`src/rtl/wb_sram_slave.sv`:
```
// Wishbone classic slave driving one asynchronous 32-bit SRAM bank.
// Each single access becomes a fixed-timing SRAM cycle with one ack.
module wb_sram_slave #(
  parameter int DATA_WIDTH      = 32,
  parameter int ADDR_WIDTH      = 32,
  parameter int SRAM_ADDR_WIDTH = 20,
  parameter int SRAM_DATA_WIDTH = 32
) (
  input  logic                         clk_i,
  input  logic                         rst_i,
  input  logic                         wb_cyc_i,
  input  logic                         wb_stb_i,
  output logic                         wb_ack_o,
  input  logic [ADDR_WIDTH-1:0]        wb_adr_i,
  input  logic [DATA_WIDTH-1:0]        wb_dat_i,
  output logic [DATA_WIDTH-1:0]        wb_dat_o,
  input  logic [DATA_WIDTH/8-1:0]      wb_sel_i,
  input  logic                         wb_we_i,
  output logic [SRAM_ADDR_WIDTH-1:0]   sram_addr,
  input  logic [SRAM_DATA_WIDTH-1:0]   sram_data_i,
  output logic [SRAM_DATA_WIDTH-1:0]   sram_data_o,
  output logic                         sram_data_t,
  output logic                         sram_ce_n,
  output logic                         sram_oe_n,
  output logic                         sram_we_n,
  output logic [SRAM_DATA_WIDTH/8-1:0] sram_be_n
);

  localparam int BW = SRAM_DATA_WIDTH / 8;

  typedef enum logic [2:0] {
    IDLE      = 3'd0,
    RD_SETUP  = 3'd1,
    RD_SAMPLE = 3'd2,
    WR_SETUP  = 3'd3,
    WR_PULSE  = 3'd4,
    WR_HOLD   = 3'd5,
    DONE      = 3'd6
  } state_t;

  state_t state, state_d;

  logic                       ack_d;
  logic [DATA_WIDTH-1:0]      dat_o_d;
  logic [SRAM_ADDR_WIDTH-1:0] addr_d;
  logic [SRAM_DATA_WIDTH-1:0] data_o_d;
  logic                       data_t_d;
  logic                       ce_d;
  logic                       oe_d;
  logic                       we_d;
  logic [BW-1:0]              be_d;

  // Byte-lane bits and bits above the bank are not decoded here.
  logic unused_adr;
  assign unused_adr = ^{wb_adr_i[ADDR_WIDTH-1:SRAM_ADDR_WIDTH+2],
                        wb_adr_i[1:0]};

  always_comb begin
    state_d  = state;
    ack_d    = wb_ack_o;
    dat_o_d  = wb_dat_o;
    addr_d   = sram_addr;
    data_o_d = sram_data_o;
    data_t_d = sram_data_t;
    ce_d     = sram_ce_n;
    oe_d     = sram_oe_n;
    we_d     = sram_we_n;
    be_d     = sram_be_n;
    unique case (state)
      IDLE: begin
        if (wb_cyc_i && wb_stb_i) begin
          addr_d = wb_adr_i[SRAM_ADDR_WIDTH+1:2];
          ce_d   = 1'b0;
          if (wb_we_i) begin
            state_d  = WR_SETUP;
            data_t_d = 1'b0;
            data_o_d = wb_dat_i;
            we_d     = 1'b1;
            be_d     = ~wb_sel_i;
          end else begin
            state_d = RD_SETUP;
            oe_d    = 1'b0;
            be_d    = '0;
          end
        end
      end
      RD_SETUP: state_d = RD_SAMPLE;
      RD_SAMPLE: begin
        dat_o_d = sram_data_i;
        ce_d    = 1'b1;
        oe_d    = 1'b1;
        ack_d   = wb_cyc_i;
        state_d = DONE;
      end
      WR_SETUP: begin
        we_d    = 1'b0;
        state_d = WR_PULSE;
      end
      WR_PULSE: begin
        we_d    = 1'b1;
        state_d = WR_HOLD;
      end
      WR_HOLD: begin
        ce_d     = 1'b1;
        data_t_d = 1'b1;
        ack_d    = wb_cyc_i;
        state_d  = DONE;
      end
      // Ack cycle: a still-high strobe must not restart.
      DONE: begin
        ack_d   = 1'b0;
        state_d = IDLE;
      end
      default: state_d = IDLE;
    endcase
  end

  always_ff @(posedge clk_i) begin
    if (rst_i) begin
      state       <= IDLE;
      wb_ack_o    <= 1'b0;
      wb_dat_o    <= '0;
      sram_addr   <= '0;
      sram_data_o <= '0;
      sram_data_t <= 1'b1;
      sram_ce_n   <= 1'b1;
      sram_oe_n   <= 1'b1;
      sram_we_n   <= 1'b1;
      sram_be_n   <= '1;
    end else begin
      state       <= state_d;
      wb_ack_o    <= ack_d;
      wb_dat_o    <= dat_o_d;
      sram_addr   <= addr_d;
      sram_data_o <= data_o_d;
      sram_data_t <= data_t_d;
      sram_ce_n   <= ce_d;
      sram_oe_n   <= oe_d;
      sram_we_n   <= we_d;
      sram_be_n   <= be_d;
    end
  end

endmodule

```
`config.mk`:
```
export PLATFORM = sky130hd
export DESIGN_NAME = wb_sram_slave
export DESIGN_NICKNAME = d
export VERILOG_FILES = /design/src/rtl/wb_sram_slave.sv
export SDC_FILE = /design/constraint.sdc
export NUM_CORES = 1
export LEC_CHECK = 0
export BUFFER_PORTS_ARGS = -buffer_cell sky130_fd_sc_hd__buf_4
export CAP_MARGIN = 0
export CORE_UTILIZATION = 41
export CTS_CLUSTER_DIAMETER = 120
export DETAILED_ROUTE_END_ITERATION = 8
export GPL_TIMING_DRIVEN = 0
export HOLD_SLACK_MARGIN = 0.03
export PLACE_DENSITY = 0.76
export SYNTH_ARGS = -nofsm -noshare
export SYNTH_HDL_FRONTEND = slang
export SYNTH_SLANG_ARGS = --single-unit
```
`constraint.sdc`:
```
create_clock -name clk_i -period 1.7 [get_ports clk_i]
set_clock_uncertainty 0.2 [all_clocks]
set_input_delay 0.17 -clock clk_i [delete_from_list [all_inputs] [get_ports clk_i]]
set_output_delay 0.17 -clock clk_i [all_outputs]
set_load 0.02 [all_outputs]
```
# Word-level counts from Yosys, hierarchy flattened
# Index checks and enable logic that the tools add are counted.
# classes
reduce_logical	14
n_eq_ne	9
n_bitwise	1
mux	16
# ops
operator	n
one-hot mux 3 bit (5 select lines)	1
AND reduction 3 bit	4
equality test 3 bit (second input constant)	3
one-hot mux 1 bit (2 select lines)	4
nonzero test 2 bit	4
2-to-1 mux 1 bit	7
equality test 3 x 2 -> 1 bit (second input constant)	2
!= test 2 bit (second input constant)	3
2-to-1 mux 4 bit	1
NOT 4 bit	1
AND reduction 2 bit	2
equality test 3 x 1 -> 1 bit (second input constant)	1
logical NOT 3 bit	1
2-to-1 mux 3 bit	1
one-hot mux 1 bit (3 select lines)	1
nonzero test 3 bit	1
2-to-1 mux 2 bit	1
OR reduction 2 bit	1
logical AND 1 bit	1
# word_totals
output_inout_bits	93
regBits	96

# Depth between registers and ports, before layout
# Gate-level depths: netlist (run 1).
# depth
word_depth	4
mapped_depth	6

# Least setup slack after synthesis (run 1)
# No wires, ideal clock.
# synth_path
path_type	flip-flop to flip-flop
startpoint	reg state[0]
endpoint	reg sram_be_n[3]
stages_incl_launch_ff	6
arrival_ns	1.413
n_path_buf	2
setup_slack_ns	-0.033
period_less_slack_ns	1.733
path_cell_list	dfxtp_1 or3_1 buf_4 or2_0 buf_2 a211o_1
# synth_between
elab_chain_len	2
# synth_lines
item	line_no	source
start: declaration	41	state_t state, state_d;
start signal: assignment	131	state <= state_d;
logical NOT 3 bit	69	unique case (state)
AND reduction 2 bit (no line)	--	
end signal: assignment	129	sram_be_n <= '1;
end signal: assignment	140	sram_be_n <= be_d;
end: declaration	26	output logic [SRAM_DATA_WIDTH/8-1:0] sram_be_n
# Every way passes these cells.
# A chain may end at the register's enable or synchronous reset.

# Worst setup path in the final report (run 1)
# layout_path
startpoint	reg state[1]
endpoint	reg sram_be_n[3]
# Same word-level chain as after synthesis.

==> summary.txt, run 1 <==
Synth
  • Register area share after synthesis: 0.486
  • Mapped Cells: 447
  • Synth warn: 0
  • Number of flops mapped to enable cells by yosys: 0
  • Syn avg cell area: 8.84 µm²
  • Mapped Nets: 552
  • Synth cell types: 31
  • Synthesized cell area: 3950 µm²
  • Ys flop type: dfxtp_1
  • Async SR Flop Fraction: 0
  • Synth Register Bits: 96

Setup path
  • Worst reg2reg path depth: 5
  • CP Cell Sequence: or3_1 > buf_6 > or2_1 > buf_6 > a211o_1
  • Startpoint types: register
  • CP Capture Type: register
  • Max incr delay on CP: 380 ps
  • R2r endpoint: sram_be_n[3]
  • Reg-to-reg slack, setup: -70 ps
  • Worst-path maximum fanout: 7
  • CP Data Arrival Time: 1810 ps
  • Buf/Inv on CP: 2
  • Most common cell on crit path: buf_6
  • CP startpoint: state[1]
  • CP Capture Point: sram_be_n[3]
  • R2r startpoint: state[1]
  • Critical path class: register to register
  • CP required: 1740 ps
  • CP max stage cell: or3_1
  • Cell depth of the worst setup path: 5
  • Worst path top cell family by delay: simple AND/OR/NAND/NOR gates

Power and ir drop
  • P per Cell Area: 807 nW/µm²
  • Overall Power: 0.00557 W
  • Power share of the clock group: 0.275
  • P_sw: 0.00164 W
  • VDD IR max: 0.412 mV
  • Pint: 0.00393 W
  • Share of total power in sequential cells: 0.449
  • Sw Share: 0.294
  • Combinational share of power: 0.276
  • Leakage: 2.91 nW

Floorplanning
  • Row cnt: 35
  • Die Width: 100 µm
  • Die Y: 100 µm
  • # IOs: 198
  • Initial Util: 0.426
  • Die ar.: 10,000 µm²
  • Core area: 9280 µm²

Global routing
  • Grt ovf: 0
  • First-pass GRT wire length: 18.8 mm
  • All-Layer GR Usage: 0.235
  • Antenna violations before repair: 0
  • Vias in the first global route: 4,050
  • Largest net degree at the start of global routing: 17

STA
  • Tmin final: 1770 ps
  • Unrepaired setup endpoints after global routing: yes
  • Worst rel slew slack: 0.641
  • Worst slew pin tran: 538 ps
  • # setup viols final: 26
  • Fin. Hold Viols: 0
  • Peak Freq: 0.566 GHz
  • Tcrit/Tclk final: 1.04
  • Max-slew violations: 0
  • Final WS setup: -68.1 ps

Clock tree
  • Worst-path clk slew: 90 ps
  • Clk_lat worst skew: 340 ps
  • Clock root buffer: clkbuf_8
  • Clock sinks: 96
  • Clk buf depth: 2
  • Cts bufs inserted: 9
  • CTS tree: done
  • Htree depth: 3

Worst hold path
  • Hold Path Class: input port to register

Run
  • Number of max-cap violations: 0

Final layout
  • Commonest non-fill, non-tap cell in the layout: buf_4
  • Final #Nets: 846
  • Synth-to-Final Area Change: 74.6%
  • Layout cells sized above 1: 0.327
  • Commonest cells after routing, fill and taps aside: buf_4 (192), dfxtp_1 (94), dlygate4sd3_1 (91), nand2b_1 (84), nand2_1 (68)

Detailed routing
  • Via Count: 4,146
  • DRT antenna net count: 0
  • Initial DRT Pass Iterations: 4
  • DRC: 0
  • Post-Route WL: 12.2 mm
  • Initial DRC count: 85
  • Drt via density: 4.73
  • Drt wl/cell: 13.9 µm

Placement
  • Pre-CTS WS: -167 ps
  • Dpl hpwl: 7.55 mm
  • PortBufs: 184
  • Final Wtd Congestion: 0.739

Run status
  • Status: finished, violations left
  • Failing checks: setup timing
==> metrics by stage <==
| stage | util | TNS [ps] | cells | instance area (µm²) | hold WS (ps) |
|---|---|---|---|---|---|
| 3_3_place_gp | 0.593 | -5060 | 760 | 5500 | 219 |
| 3_5_place_dp | 0.593 | -8640 | 760 | 5500 | 228 |
| 6_report | 0.743 | -860 | 876 | 6900 | 149 |
| 2_1_floorplan | - | -32.5 | 447 | 3960 | 101 |
| 4_1_cts | 0.721 | -949 | 868 | 6690 | 124 |
| 5_1_grt | 0.743 | -3090 | 875 | 6900 | 187 |
==> synth_stat cells (all sizes together), types with 4 or more instances <==
master  number  area, µm²
a211o        4       35.0
a21oi       36        180
buf         12       82.6
clkbuf      25       93.8
dfxtp       96       1920
mux2i       32        320
nand2       68        255
nand2b      84        526
nor2         4       22.5
nor2b       21        131
nor4b        4       35.0
o21ai       43        215
==> metal layers <==
layer  track usage  vias to the layer above  part of all wire
li1              -                     2061                 -
met2         0.418                      131              0.51
met1         0.272                     1927              0.41
met4         0.104                        0             0.026
met5             0                        -                 0
met3        0.0467                       27             0.053
==> worst register-to-register path: stages (launching register included) <==
cell     delay [ps]
dfxtp_1         310
or3_1           380
buf_6           150
or2_1           230
buf_6           140
a211o_1         250
==> power groups by stage <==
stage | registers (W) | clock network [W] | logic [W]
2_1_floorplan | 0.00272 | 0 | 0.000506
3_3_place_gp | 0.00254 | 0 | 0.00120
4_1_cts | 0.00250 | 0.00158 | 0.00143
3_5_place_dp | 0.00255 | 0 | 0.00122
5_1_grt | 0.00252 | 0.00165 | 0.00165
6_report | 0.00250 | 0.00153 | 0.00154
==> layout make-up <==
type	count	area (µm²)
Timing Repair Buffer	285	2460
Fill cell	678	2380
Sequential cell	96	1920
Multi-Input combinational cell	313	1910
Buffer	35	236
Tap cell	129	161
Clock buffer	10	138
Clock inverter	6	68.8
Inverter	1	3.75
Antenna cell	1	2.50
==> state kept, by name, summed over array words and instances (netlist names) <==
signal       count
sram_data_t      1
state            3
sram_ce_n        1
sram_we_n        1
sram_addr       20
sram_oe_n        1
sram_be_n        4
wb_ack_o         1
wb_dat_o        32
sram_data_o     32
==> how the worst min path moves through the flow <==
stage,depth (start not counted),endpoint,slack (ps),start
2_1_floorplan,2,sram_oe_n,100,wb_we_i
3_3_place_gp,3,wb_dat_o[3],220,sram_data_i[3]
3_5_place_dp,3,wb_dat_o[29],230,sram_data_i[29]
4_1_cts,4,sram_addr[15],120,rst_i
5_1_grt,4,sram_addr[17],190,rst_i
6_report,4,sram_addr[4],150,rst_i
==> repair_timing <==
| item | CTS | global route |
|---|---|---|
| hold buffers | 91 | 0 |
| pin swaps | 2 | 2 |
| gates resized for setup | 18 | 30 |
| hold endpoints to repair | 91 | 0 |
| cloned | 0 | 4 |
| endpoints found under the setup margin | 84 | 87 |
| buffers inserted | 3 | 3 |
==> cells by family (layout without fill, tap and decap cells) <==
group / count (synthesis) / in the layout / synth area share
muxes: 32 / 32 / 0.0810
other: 0 / 1 / 0
DFF: 96 / 96 / 0.486
AOI/OAI and AO/OA: 90 / 90 / 0.123
and+or+nand+nor: 189 / 189 / 0.260
buffers and inverters: 38 / 337 / 0.0456
xor gates and xnor gates: 2 / 2 / 0.00443
No activity file was read; power rests on OpenSTA's default activity.
==> run 2: changes to the inputs <==
SETUP_SLACK_MARGIN = 0.02   (was not set)
==> run 2 against run 1 <==
Compared with the run above:
- the flow still finishes with violations (setup timing)
- routed wire length increased by 1.5%
- worst setup slack got worse by 2.3 ps
- maximum frequency decreased by 0.13%
- clock-buffer cell count unchanged
- final area increased by 0.44%
- sequential share of layout area decreased by 0.12 points
- sequential power about the same
- register-to-register slack about the same
- total power increased by 0.30%
==> summary.txt, run 2 (same netlist as run 1, synthesis figures left out) <==
Setup path
  • Critical path class: register to register (unchanged)
  • Most common cell on crit path: buf_6 (unchanged)
  • Max incr delay on CP: 380 ps (about the same)
  • Worst-path maximum fanout: 7 (unchanged)
  • Startpoint types: register (unchanged)
  • Worst path top cell family by delay: simple AND/OR/NAND/NOR gates (unchanged)
  • CP Cell Sequence: or3_1 > buf_6 > or2_1 > buf_6 > a211o_1 (unchanged)
  • CP Data Arrival Time: 1810 ps (about the same)
  • CP max stage cell: or3_1 (unchanged)
  • Buf/Inv on CP: 2 (unchanged)
  • CP startpoint: state[1] (unchanged)
  • R2r startpoint: state[1] (unchanged)
  • CP required: 1740 ps (about the same)
  • CP Capture Type: register (unchanged)

Final layout
  • Final #Nets: 848 (was 846)
  • Final cell count without fillers: 877 (was 876)
  • N_diodes: 0 (was 1)
  • Layout filler cell count: 675 (was 678)
  • Layout cells sized above 1: 0.332 (was 0.327)
  • Design area: 6930 µm² (was 6900 µm²)
  • Commonest cells after routing, fill and taps aside: buf_4 (191), dfxtp_1 (94), dlygate4sd3_1 (91), nand2b_1 (84), nand2_1 (68) (was buf_4 (192), dfxtp_1 (94), dlygate4sd3_1 (91), nand2b_1 (84), nand2_1 (68))
  • Synth-to-Final Area Change: 75.3% (was 74.6%)
  • Biggest regs: sram_data_o: 32 flops, wb_dat_o: 32 flops, sram_addr: 20 flops (unchanged)
  • Commonest non-fill, non-tap cell in the layout: buf_4 (unchanged)

Floorplanning
  • # IOs: 198 (unchanged)
  • Die Width: 100 µm (unchanged)
  • Die ar.: 10,000 µm² (unchanged)
  • Initial Util: 0.426 (unchanged)
  • Die Y: 100 µm (unchanged)
  • Core area: 9280 µm² (unchanged)
  • Row cnt: 35 (unchanged)

Global routing
  • Antenna violations before repair: 0 (unchanged)
  • Vias in the first global route: 4,085 (was 4,050)
  • First-pass GRT wire length: 19.0 mm (was 18.8 mm)
  • Fraction of met3 tracks used by global routing: 0.0487 (was 0.0467)
  • M1 GR Usage: 0.272 (about the same)
  • Grt ovf: 0 (unchanged)
  • All-Layer GR Usage: 0.236 (was 0.235)
  • Layer with the highest usage: met2 (unchanged)
  • Met2 Usage GRT: 0.426 (was 0.418)
  • Largest net degree at the start of global routing: 17 (unchanged)

STA
  • Worst slew pin tran: 527 ps (was 538 ps)
  • Tcrit/Tclk final: 1.04 (about the same)
  • # setup viols final: 45 (was 26)
  • Max-slew violations: 0 (unchanged)
  • Worst hold margin: 129 ps (was 149 ps)
  • Worst rel slew slack: 0.649 (was 0.641)
  • Unrepaired setup endpoints after global routing: yes (unchanged)
  • Peak Freq: 0.565 GHz (was 0.566 GHz)
  • Tmin final: 1770 ps (about the same)
  • Fin. Hold Viols: 0 (unchanged)
  • Final WS setup: -70.3 ps (was -68.1 ps)

Clock tree
  • Clk buf depth: 2 (unchanged)
  • Clock root buffer: clkbuf_8 (unchanged)
  • Worst-path clk slew: 100 ps (was 90 ps)
  • Htree depth: 3 (unchanged)
  • Clock sinks: 96 (unchanged)
  • CTS tree: done (unchanged)
  • Cts bufs inserted: 9 (unchanged)
  • Clk_lat worst skew: 340 ps (about the same)

Run status
  • Status: finished, violations left (unchanged)
  • Failing checks: setup timing (unchanged)

Power and ir drop
  • Leakage: 2.93 nW (was 2.91 nW)
  • VDD IR max: 0.399 mV (was 0.412 mV)
  • P per Cell Area: 806 nW/µm² (was 807 nW/µm²)

Detailed routing
  • Drt wl/cell: 14.1 µm (was 13.9 µm)
  • DRC: 0 (unchanged)
  • Initial DRT Pass Iterations: 4 (unchanged)
  • Post-Route WL: 12.4 mm (was 12.2 mm)
  • Initial DRC count: 88 (was 85)
  • Drt via density: 4.73 (about the same)
  • DRT antenna net count: 0 (unchanged)
  • Via Count: 4,152 (was 4,146)

Placement
  • Post-DP Area: 5500 µm² (unchanged)
  • Pre-CTS WS: -167 ps (unchanged)
  • Dpl cells: 760 (unchanged)
  • Final Wtd Congestion: 0.739 (unchanged)
  • PortBufs: 184 (unchanged)
  • Dpl hpwl: 7.55 mm (unchanged)

Run
  • Number of max-cap violations: 0 (unchanged)

Worst hold path
  • Hold Path Class: input port to register (unchanged)
  • Min-Delay Startpoint: rst_i (unchanged)
run 2: cell types whose count changed in the layout (fill, tap and decap cells not counted), sizes merged:
cell,previous run,this run
buf,205,207
diode,1,0
run 2: stage by stage:
stage / power (W) / utilization / TNS, ps
4_1_cts: 0.00555 / 0.729 / -920
3_3_place_gp: 0.00373 / 0.593 / -5060
3_5_place_dp: 0.00376 / 0.593 / -8640
2_1_floorplan: 0.00322 / - / -32.5
6_report: 0.00559 / 0.746 / -1430
5_1_grt: 0.00584 / 0.746 / -4320
run 2: what timing repair did:
item                                    in CTS  in global routing
hold buffers                                91                  0
buffers inserted                             5                  2
resized for setup                           24                 38
pin swaps                                    2                  2
hold endpoints to repair                    91                  0
endpoints found under the setup margin      84                 89
gates cloned                                 1                  3
run 2: worst reg2reg max path, cell delays in order (launching register included):
cell     delay (ps)
dfxtp_1         310
or3_1           380
buf_6           150
or2_1           230
buf_6           140
a211o_1         250
run 2: report_power, final:
| part | switching (W) | total (W) | internal [W] |
|---|---|---|---|
| Combinational | 0.000755 | 0.00156 | 0.000808 |
| Clock | 0.000798 | 0.00152 | 0.000726 |
| Sequential | 0.0000902 | 0.00250 | 0.00241 |
| Total | 0.00164 | 0.00559 | 0.00394 |
run 2: cell type report:
type | instances | area, µm² | area share
clock inverters | 6 | 68.8 | 0.00993
well taps | 129 | 161 | 0.0233
clock buffers | 10 | 138 | 0.0199
repair buffers | 286 | 2470 | 0.356
inverters | 1 | 3.75 | 0.000542
plain buffers | 36 | 246 | 0.0356
flip-flops and latches | 96 | 1920 | 0.278
multi-input cells | 313 | 1920 | 0.277
run 2: final timing paths:
kind	slack, ps	cells after the start	endpoint
worst max-delay path	-70	5	sram_be_n[3]
worst min register to register	260	2	wb_dat_o[24]
worst min-delay path	130	4	sram_addr[14]
worst max register to register	-70	5	sram_be_n[3]
run 2: layer usage:
metal	share of wire	wire length [µm]
met5	0	0
met1	0.41	5040
met4	0.022	276
met3	0.054	663
met2	0.52	6390
==> run 3: changes to the inputs <==
CORE_MARGIN = 2   (was not set)
CTS_BUF_LIST = sky130_fd_sc_hd__clkbuf_16   (was not set)
==> run 3 against run 2 <==
Compared with the run above:
- the run still ends with setup timing left
- sequential cell count stayed put
- clock-buffer cell count is 1 lower
- cell count fell by 0.68%
- combinational power hardly changed
- non-clock buffer count fell by 6
- clock power grew 21%
- routed wire length grew 3.3%
- global-route usage down 0.17 points
- worst hold slack lost 80 ps
- register-to-register slack hardly changed
- worst setup slack better by 14 ps
- critical endpoint unchanged
- largest power group unchanged
==> summary.txt, run 3 (same netlist as run 1, synthesis figures left out) <==
Detailed routing
  • Drt wl/cell: 14.7 µm (was 14.1 µm)
  • Drt via density: 4.82 (was 4.73)
  • Via Count: 4,197 (was 4,152)
  • DRT antenna net count: 0 (unchanged)
  • Initial DRC count: 86 (was 88)
  • Initial DRT Pass Iterations: 4 (unchanged)
  • DRC: 0 (unchanged)
  • Post-Route WL: 12.8 mm (was 12.4 mm)

Global routing
  • Grt ovf: 0 (unchanged)
  • Antenna violations before repair: 0 (unchanged)
  • First-pass GRT wire length: 19.4 mm (was 19.0 mm)
  • Vias in the first global route: 4,162 (was 4,085)
  • Largest net degree at the start of global routing: 17 (unchanged)
  • All-Layer GR Usage: 0.235 (was 0.236)

Worst hold path
  • Min-Delay Startpoint: wb_stb_i (was rst_i)
  • Hold Path Stages: 3 (was 4)
  • Hold Path Sink: state[1] (was sram_addr[14])
  • Hold Path Class: input port to register (unchanged)

Floorplanning
  • Die Y: 102 µm (was 100 µm)
  • Core area: 9280 µm² (unchanged)
  • Die Width: 102 µm (was 100 µm)
  • Die ar.: 10,400 µm² (was 10,000 µm²)
  • # IOs: 198 (unchanged)
  • Row cnt: 35 (unchanged)
  • Initial Util: 0.426 (unchanged)

Clock tree
  • Cts bufs inserted: 9 (unchanged)
  • Clock sinks: 96 (unchanged)
  • CTS tree: done (unchanged)
  • Clock root buffer: clkbuf_16 (was clkbuf_8)
  • Clk buf depth: 2 (unchanged)
  • Htree depth: 3 (unchanged)
  • Clk_lat worst skew: 320 ps (was 340 ps)
  • Worst-path clk slew: 60 ps (was 100 ps)

Final layout
  • Layout cells sized above 1: 0.330 (was 0.332)
  • Final cell count without fillers: 871 (was 877)
  • Post-layout util: 0.745 (was 0.746)
  • Synth-to-Final Area Change: 74.9% (was 75.3%)
  • FF+latch area: 1920 µm² (about the same)
  • Area occupied by multi-input gates: 1920 µm² (about the same)
  • Biggest regs: sram_data_o: 32 flops, wb_dat_o: 32 flops, sram_addr: 20 flops (unchanged)
  • Final #Nets: 842 (was 848)
  • Commonest non-fill, non-tap cell in the layout: buf_4 (unchanged)
  • N_diodes: 0 (unchanged)
  • Commonest cells after routing, fill and taps aside: buf_4 (197), dfxtp_1 (95), dlygate4sd3_1 (86), nand2b_1 (84), nand2_1 (68) (was buf_4 (191), dfxtp_1 (94), dlygate4sd3_1 (91), nand2b_1 (84), nand2_1 (68))
  • Layout filler cell count: 654 (was 675)

Setup path
  • CP required: 1710 ps (was 1740 ps)
  • R2r startpoint: state[1] (unchanged)
  • CP Data Arrival Time: 1770 ps (was 1810 ps)
  • Critical path class: register to register (unchanged)
  • R2r endpoint: sram_be_n[3] (unchanged)
  • Startpoint types: register (unchanged)
  • Reg-to-reg slack, setup: -60 ps (was -70 ps)
  • Worst reg2reg path depth: 5 (unchanged)
  • CP Capture Type: register (unchanged)
  • Worst-path maximum fanout: 6 (was 7)

Placement
  • Dpl cells: 760 (unchanged)
  • Dpl hpwl: 7.80 mm (was 7.55 mm)
  • PortBufs: 184 (unchanged)
  • Final Wtd Congestion: 0.782 (was 0.739)

STA
  • Tcrit/Tclk final: 1.03 (was 1.04)
  • Worst hold margin: 49.3 ps (was 129 ps)
  • Final WS setup: -56.4 ps (was -70.3 ps)
  • Fin. Hold Viols: 0 (unchanged)
  • Worst rel slew slack: 0.625 (was 0.649)
  • Worst slew pin tran: 563 ps (was 527 ps)
  • Peak Freq: 0.569 GHz (was 0.565 GHz)
  • # setup viols final: 33 (was 45)
  • Tmin final: 1760 ps (was 1770 ps)
  • Max-slew violations: 0 (unchanged)
  • Unrepaired setup endpoints after global routing: yes (unchanged)

Power and ir drop
  • P per Cell Area: 850 nW/µm² (was 806 nW/µm²)
  • VDD IR max: 0.621 mV (was 0.399 mV)
  • Leakage: 2.92 nW (was 2.93 nW)

Run
  • Number of max-cap violations: 0 (unchanged)

Run status
  • Status: finished, violations left (unchanged)
  • Failing checks: setup timing (unchanged)
==> run 3: cell count changes in the layout (fill, tap and decap cells not counted), moves of 2 or more <==
cell,delta
buf_2,-3
o21ai_1,-12
o21ai_0,+9
clkbuf_1,+2
buf_6,-3
clkbuf_4,+2
buf_4,+6
clkbuf_2,-3
clkbuf_16,+7
clkinv_4,-2
clkbuf_8,-10
o21ai_2,+3
dlygate4sd3_1,-5
==> run 3: final cells by class <==
cell class                      count  area share
Sequential cell                    96       0.278
Timing Repair Buffer              281       0.348
Inverter                            1    0.000543
Multi-Input combinational cell    313       0.278
Clock buffer                        9      0.0326
Buffer                             35      0.0335
Clock inverter                      7     0.00670
Tap cell                          129      0.0233
==> run 3: per-stage QoR <==
| step | cell area (µm²) | total power, W | setup WS (ps) | TNS (ps) |
|---|---|---|---|---|
| 2_1_floorplan | 3960 | 0.00322 | -8.13 | -32.5 |
| 3_3_place_gp | 5500 | 0.00374 | -121 | -4950 |
| 3_5_place_dp | 5500 | 0.00376 | -195 | -7950 |
| 4_1_cts | 6810 | 0.00584 | -60.0 | -742 |
| 5_1_grt | 6910 | 0.00615 | -125 | -3410 |
| 6_report | 6910 | 0.00588 | -56.4 | -767 |
==> run 3: report_power, final <==
part | internal [W] | switching, W | total (W)
Combinational | 0.000788 | 0.000743 | 0.00153
Sequential | 0.00241 | 0.0000918 | 0.00250
Clock | 0.000989 | 0.000855 | 0.00184
Total | 0.00419 | 0.00169 | 0.00588
==> run 3: how the worst max path moves through the flow <==
stage | from | endpoint | slack, ps
after floorplan | state[2] | sram_be_n[0] | -8
after detailed placement | state[1] | wb_dat_o[3] | -200
after CTS | state[1] | sram_be_n[0] | -60
after global routing | state[1] | sram_addr[15] | -120
final | state[1] | sram_be_n[3] | -60
after global placement | state[1] | wb_dat_o[9] | -120
==> run 3: critical path, stage by stage (launching register included) <==
cell	delay, ps
dfxtp_1	310
or3_1	370
buf_6	140
or2_0	210
buf_4	160
a211o_1	250
==> run 3: repair_timing <==
item,4_1_cts,5_1_grt
setup endpoints to repair,84,87
hold buffers,86,0
pin swaps,2,3
gates cloned,2,1
setup buffers,5,3
gates resized for setup,23,23
hold endpoints to repair,86,0
==> run 3: per-layer routing <==
metal | global-route usage | share of wire | vias to the layer above
met1 | 0.261 | 0.40 | 1915
met2 | 0.424 | 0.51 | 185
li1 | - | - | 2059
met5 | 0 | 0 | -
met3 | 0.0547 | 0.065 | 38
met4 | 0.108 | 0.032 | 0
